File: src/rtl/gpt_pkg.sv
// Shared types and defaults for the general-purpose timer slice
// (prescaler + main counter).
package gpt_pkg;

  typedef enum logic [1:0] {
    CMS_EDGE    = 2'b00,
    CMS_CENTER1 = 2'b01,
    CMS_CENTER2 = 2'b10,
    CMS_CENTER3 = 2'b11
  } cms_e;

  localparam logic DIR_UP   = 1'b0;
  localparam logic DIR_DOWN = 1'b1;

  localparam int CNT_WIDTH_DEF = 16;
  localparam int PSC_WIDTH_DEF = 16;

endpackage

File: src/rtl/timer_counter_if.sv
// Register-file / prescaler side of the main counter stage.
// Every signal is level-sampled at clk_i; tick_i, ug_i and the uev_o/cen_clr_o outputs are one-cycle pulses (no handshake).
interface timer_counter_if #(
  parameter int CNT_WIDTH = gpt_pkg::CNT_WIDTH_DEF
);
  logic                 cen_i;
  logic                 tick_i;
  logic [CNT_WIDTH-1:0] arr_i;
  logic                 arpe_i;
  logic                 dir_i;
  logic [1:0]           cms_i;
  logic                 opm_i;
  logic                 udis_i;
  logic                 ug_i;
  logic                 uif_clr_i;
  logic [CNT_WIDTH-1:0] cnt_o;
  logic                 dir_o;
  logic                 uev_o;
  logic                 uif_o;
  logic                 cen_clr_o;

  modport master (
    output cen_i, tick_i, arr_i, arpe_i, dir_i, cms_i, opm_i, udis_i, ug_i, uif_clr_i,
    input  cnt_o, dir_o, uev_o, uif_o, cen_clr_o
  );

  modport slave (
    input  cen_i, tick_i, arr_i, arpe_i, dir_i, cms_i, opm_i, udis_i, ug_i, uif_clr_i,
    output cnt_o, dir_o, uev_o, uif_o, cen_clr_o
  );
endinterface

File: src/rtl/timer_counter.sv
// Main counter stage of the timer: up/down/center-aligned counting against ARR,
// update event generation, sticky update flag and one-pulse stop request.
module timer_counter
  import gpt_pkg::*;
#(
  parameter int CNT_WIDTH = CNT_WIDTH_DEF
) (
  input  logic               clk_i,
  input  logic               rst_i,
  timer_counter_if.slave     bus
);

  typedef logic [CNT_WIDTH-1:0] cnt_t;
  localparam cnt_t ONE = cnt_t'(1);

  cnt_t cnt_q, cnt_d, arr_shadow_q, arr_eff;
  logic dir_q, dir_d, dir_eff;
  logic center_q, center, step, wrap, uif_q, uev;
  cms_e cms;

  assign cms     = cms_e'(bus.cms_i);
  assign center  = (cms != CMS_EDGE);
  assign step    = bus.cen_i & bus.tick_i;
  assign arr_eff = bus.arpe_i ? arr_shadow_q : bus.arr_i;

  // A step in center mode right after edge mode restarts in the up phase.
  assign dir_eff = center ? (center_q ? dir_q : DIR_UP) : bus.dir_i;

  always_comb begin
    cnt_d = cnt_q;
    dir_d = dir_q;
    wrap  = 1'b0;
    if (bus.ug_i) begin
      cnt_d = (!center && bus.dir_i == DIR_DOWN) ? bus.arr_i : '0;
      dir_d = center ? DIR_UP : bus.dir_i;
    end else if (step) begin
      dir_d = dir_eff;
      if (arr_eff == '0) begin
        cnt_d = '0;
      end else if (dir_eff == DIR_UP) begin
        if (cnt_q >= arr_eff) begin
          wrap = 1'b1;
          if (center) begin
            cnt_d = arr_eff - ONE;
            dir_d = DIR_DOWN;
          end else begin
            cnt_d = '0;
          end
        end else begin
          cnt_d = cnt_q + ONE;
        end
      end else begin
        if (cnt_q == '0) begin
          wrap = 1'b1;
          if (center) begin
            cnt_d = ONE;
            dir_d = DIR_UP;
          end else begin
            cnt_d = arr_eff;
          end
        end else begin
          cnt_d = cnt_q - ONE;
        end
      end
    end
  end

  assign uev           = ~rst_i & (bus.ug_i | (wrap & ~bus.udis_i));
  assign bus.uev_o     = uev;
  assign bus.cen_clr_o = ~rst_i & bus.opm_i & wrap;
  assign bus.cnt_o     = cnt_q;
  assign bus.dir_o     = dir_q;
  assign bus.uif_o     = uif_q;

  always_ff @(posedge clk_i) begin
    if (rst_i) begin
      cnt_q        <= '0;
      dir_q        <= DIR_UP;
      center_q     <= 1'b0;
      arr_shadow_q <= '0;
      uif_q        <= 1'b0;
    end else begin
      cnt_q <= cnt_d;
      dir_q <= dir_d;
      if (bus.ug_i || step) center_q <= center;
      if (uev) arr_shadow_q <= bus.arr_i;
      if (uev) uif_q <= 1'b1;
      else if (bus.uif_clr_i) uif_q <= 1'b0;
    end
  end

endmodule

File: src/flat_wrapper.sv
// flat-port wrapper written by rule: the top's interface ports become plain ports
module timer_counter_flat import gpt_pkg::*;
#(
  parameter int CNT_WIDTH = CNT_WIDTH_DEF
)
  (clk_i, rst_i, bus_cen_i, bus_tick_i, bus_arr_i, bus_arpe_i, bus_dir_i, bus_cms_i, bus_opm_i, bus_udis_i, bus_ug_i, bus_uif_clr_i, bus_cnt_o, bus_dir_o, bus_uev_o, bus_uif_o, bus_cen_clr_o);
  timer_counter_if #(.CNT_WIDTH(CNT_WIDTH)) bus_i ();
  input  logic clk_i;
  input  logic rst_i;
  input wire logic [$bits(bus_i.cen_i)-1:0] bus_cen_i;
  input wire logic [$bits(bus_i.tick_i)-1:0] bus_tick_i;
  input wire logic [$bits(bus_i.arr_i)-1:0] bus_arr_i;
  input wire logic [$bits(bus_i.arpe_i)-1:0] bus_arpe_i;
  input wire logic [$bits(bus_i.dir_i)-1:0] bus_dir_i;
  input wire logic [$bits(bus_i.cms_i)-1:0] bus_cms_i;
  input wire logic [$bits(bus_i.opm_i)-1:0] bus_opm_i;
  input wire logic [$bits(bus_i.udis_i)-1:0] bus_udis_i;
  input wire logic [$bits(bus_i.ug_i)-1:0] bus_ug_i;
  input wire logic [$bits(bus_i.uif_clr_i)-1:0] bus_uif_clr_i;
  output wire logic [$bits(bus_i.cnt_o)-1:0] bus_cnt_o;
  output wire logic [$bits(bus_i.dir_o)-1:0] bus_dir_o;
  output wire logic [$bits(bus_i.uev_o)-1:0] bus_uev_o;
  output wire logic [$bits(bus_i.uif_o)-1:0] bus_uif_o;
  output wire logic [$bits(bus_i.cen_clr_o)-1:0] bus_cen_clr_o;
  assign bus_i.cen_i = bus_cen_i;
  assign bus_i.tick_i = bus_tick_i;
  assign bus_i.arr_i = bus_arr_i;
  assign bus_i.arpe_i = bus_arpe_i;
  assign bus_i.dir_i = bus_dir_i;
  assign bus_i.cms_i = bus_cms_i;
  assign bus_i.opm_i = bus_opm_i;
  assign bus_i.udis_i = bus_udis_i;
  assign bus_i.ug_i = bus_ug_i;
  assign bus_i.uif_clr_i = bus_uif_clr_i;
  assign bus_cnt_o = bus_i.cnt_o;
  assign bus_dir_o = bus_i.dir_o;
  assign bus_uev_o = bus_i.uev_o;
  assign bus_uif_o = bus_i.uif_o;
  assign bus_cen_clr_o = bus_i.cen_clr_o;
  timer_counter #(.CNT_WIDTH(CNT_WIDTH)) u_core (.clk_i(clk_i), .rst_i(rst_i), .bus(bus_i));
endmodule
File: config.mk
export PLATFORM = sky130hd
export DESIGN_NAME = timer_counter_flat
export DESIGN_NICKNAME = d
export VERILOG_FILES = /design/src/rtl/gpt_pkg.sv /design/src/rtl/timer_counter_if.sv /design/src/rtl/timer_counter.sv /design/src/flat_wrapper.sv
export SDC_FILE = /design/constraint.sdc
export NUM_CORES = 1
export LEC_CHECK = 0
export CAP_MARGIN = 30
export CORE_ASPECT_RATIO = 0.5
export CORE_UTILIZATION = 50
export DETAILED_ROUTE_END_ITERATION = 12
export PLACE_DENSITY = 0.82
export SYNTH_ARGS = -nofsm -noshare
export SYNTH_HDL_FRONTEND = slang
export SYNTH_SLANG_ARGS = --single-unit
File: constraint.sdc
create_clock -name clk_i -period 6.66 [get_ports clk_i]
set_clock_uncertainty 0.05 [all_clocks]
set_input_delay 0.999 -clock clk_i [delete_from_list [all_inputs] [get_ports clk_i]]
set_output_delay 0.999 -clock clk_i [all_outputs]
set_load 0.05 [all_outputs]
==> results.yml <==
clock_network:
  htree_num_levels: 2
  cts_setup_buffers: 0
  clock_latency_ns: 0.29
  cts_tree: "built"
  clkTransAtPathRegs_ns: 0.06
  cts_resized: 0
  cts-root-buf: "clkbuf_16"
  clkSinkCount: 35
  cts_buffer_depth: 2
  holdBufCountCts: 0
  numCtsBuffers: 5
die:
  dieArea_mm2: 0.00734
  io_pins: 48
  die_y_um: 61.1
  core_mm2: 0.00673
  num_rows: 21
  start_util_pct: 51.9
  die_w_um: 120
timing:
  tightest_slew_ns: 0.986
  setup_slack_ns: 1.15
  rsz0062_at_grt: "no"
  max_slew_margin_pct: 32.6
  setup_viol: 0
  slew_violations: 0
  finalHoldViolations: 0
  fmax_mhz: 182
  min_period_ns: 5.51
  setup_tns_ns: 0
  finalCritPeriodShare_pct: 82.7
pwr:
  power_leakage_nw: 1.55
  ir_drop_uv: 101
  powerDensity_mw_per_mm2: 217
setup_path:
  cp.required_ns: 5.61
  end_kind: "output pin"
  max_stage_delay_ns: 0.55
  crit_type: "input pin to output pin"
  crit_path_max_fanout: 10
  cp_cell_sequence: "clkdlybuf4s50_1, mux2i_1, ha_1, or4b_4, o2bb2ai_2, nor4_4, or2_1, nor2_1, and4_1, buf_4"
  start_kind: "input pin"
  cp_slowest_cell: "clkdlybuf4s50_1"
  critPathArrivalTime_ns: 4.46
global_route:
  grt_max_degree: 38
  grt_pass1_wl_um: 19300
  grt_pass1_vias: 3397
  antenna_found_initial: 0
  grt.total_usage_pct: 35.7
  overflow: 0
route:
  antenna_left: 0
  finalWirelength_um: 12400
  routedWlPerCell_um: 21.7
  drt_iter0_markers: 552
  dr.pass1.iters: 5
  vias: 3809
  viasPerCell: 6.67
  drc: 0
synth:
  yosys_warnings: 0
  synth_seq_area_share_pct: 20.1
  async_reset_ff_share_pct: 0
  syn_avg_cell_area_um2: 7.74
  synth_nets: 499
  synth_top_flop_cell: "dfxtp_1"
  ys_ff_latch: 35
  netlist_area_mm2: 0.00349
  synth_cells: 451
  synth_cell_type_count: 68
  synth_edf_count: 0
finish:
  stdcell_count: 571
  multi_input_area_mm2: 0.00259
  drive_gt1_share_pct: 6.89
  fill_cells: 615
  area_delta_synth_final_pct: 18.2
  antenna_cells: 0
  ff_latch_area_um2: 701
  num-nets-final: 526
placement:
  portBuffers: 47
  hpwl_um: 9110
  gp_congestion: 1.05
  pre_cts_slack_ns: 1.21
  dp.cells: 563
min_path:
  hold_class: "register to register"
outcome:
  outcome: "finished, final reports clean"
run:
  maxCapViolations: 0
-- where the power goes --
group	switching (W)	total, W	internal [W]
clock network	0.0000951	0.000254	0.000159
logic	0.000238	0.000378	0.000140
registers	0.0000362	0.000262	0.000226
-- state kept, by name (all words and copies together), names as in the netlist --
signal               count
u_core.bus.cnt_o        16
u_core.center_q          1
u_core.bus.uif_o         1
u_core.arr_shadow_q     16
u_core.bus.dir_o         1
-- logic make-up (layout without fill, tap and decap cells) --
logic type / after synthesis / in the layout / synth area share, %
fa+ha+maj: 20 / 20 / 7.17
compound gates: 97 / 97 / 20.3
mux: 33 / 33 / 9.64
buf+inv: 45 / 73 / 6.02
flops: 35 / 35 / 20.1
xor+xnor: 34 / 34 / 8.53
simple gates: 187 / 187 / 28.3
-- layout make-up --
| class | instances | area share [%] |
|---|---|---|
| clock buffers | 7 | 3.70 |
| clock inverters | 1 | 0.182 |
| inverters | 10 | 0.910 |
| multi-input cells | 371 | 62.7 |
| flip-flops and latches | 35 | 17.0 |
| well taps | 92 | 2.79 |
| repair buffers | 55 | 12.7 |
-- cells in the final DEF, fill, tap and decap left out, types with 3 or more instances in the layout --
cell / instances
buf_4: 10
nand3_1: 8
o32ai_1: 5
a2111oi_0: 3
nor3b_1: 5
and4_1: 5
nand2_1: 27
xnor2_1: 21
nand4_1: 8
or3_1: 6
o22ai_1: 4
nand2b_1: 5
nor4b_1: 3
clkdlybuf4s50_1: 45
clkbuf_16: 5
o21ai_0: 8
a22oi_1: 8
a311oi_1: 7
xor2_1: 13
ha_1: 20
nor3_1: 21
inv_1: 10
a211oi_1: 11
a221oi_1: 4
a31oi_1: 6
o311ai_0: 3
a21oi_1: 19
mux2i_1: 30
nor4_1: 15
dfxtp_1: 35
nor2_1: 64
-- final timing paths --
path / start / end / slack [ns] / cells past startpoint
worst min-delay path: u_core.bus.uif_o / u_core.bus.uif_o / 0.43 / 2
worst max register to register: u_core.bus.cnt_o[0] / u_core.bus.cnt_o[9] / 2.83 / 8
worst max-delay path: bus_arpe_i / bus_cen_clr_o / 1.15 / 10
worst min register to register: u_core.bus.uif_o / u_core.bus.uif_o / 0.43 / 2
-- Yosys cell counts, drive strengths merged (6+ instances only) --
cell    number  share of area (%)
clkbuf      21                2.3
mux2i       31                9.0
dfxtp       35                 20
nor3        22                3.3
a21oi       19                2.7
nand3        8                1.1
xor2        13                3.3
nand4        8                1.4
nor2        65                7.1
a311oi       7                1.8
a22oi        8                1.7
buf         14                2.7
o21ai       10                1.4
inv         10                1.1
xnor2       21                5.3
or3          6                1.1
nor4        17                3.7
a211oi      11                2.4
a31oi        7                1.3
ha          20                7.2
nand2       27                2.9
-- metrics by stage --
stage / area, um^2 / power (W) / hold WS, ns / util (%)
after floorplan: 3490 / 0.000513 / 0.408 / -
after global placement: 3970 / 0.000622 / 0.412 / 58.9
after detailed placement: 3970 / 0.000625 / 0.431 / 58.9
after CTS: 4130 / 0.000880 / 0.435 / 61.3
after global routing: 4130 / 0.000936 / 0.479 / 61.3
final: 4130 / 0.000893 / 0.428 / 61.3
-- worst max-delay path, delay by kind of cell --
family | cells | cell delay [ns]
muxes | 1 | 0.46
AOI/OAI and AO/OA | 1 | 0.21
adders and majority gates | 1 | 0.31
and+or+nand+nor | 5 | 1.74
buffers and inverters | 2 | 0.74
-- metal layers --
layer / up-vias / track usage (%) / share of wire [%]
li1: 1743 / - / -
met1: 1778 / 49.2 / 45
met2: 266 / 49.9 / 38
met3: 22 / 15.3 / 15
met4: 0 / 10.7 / 1.4
met5: - / 3.13 / 0
(Power assumes the default switching activity.)
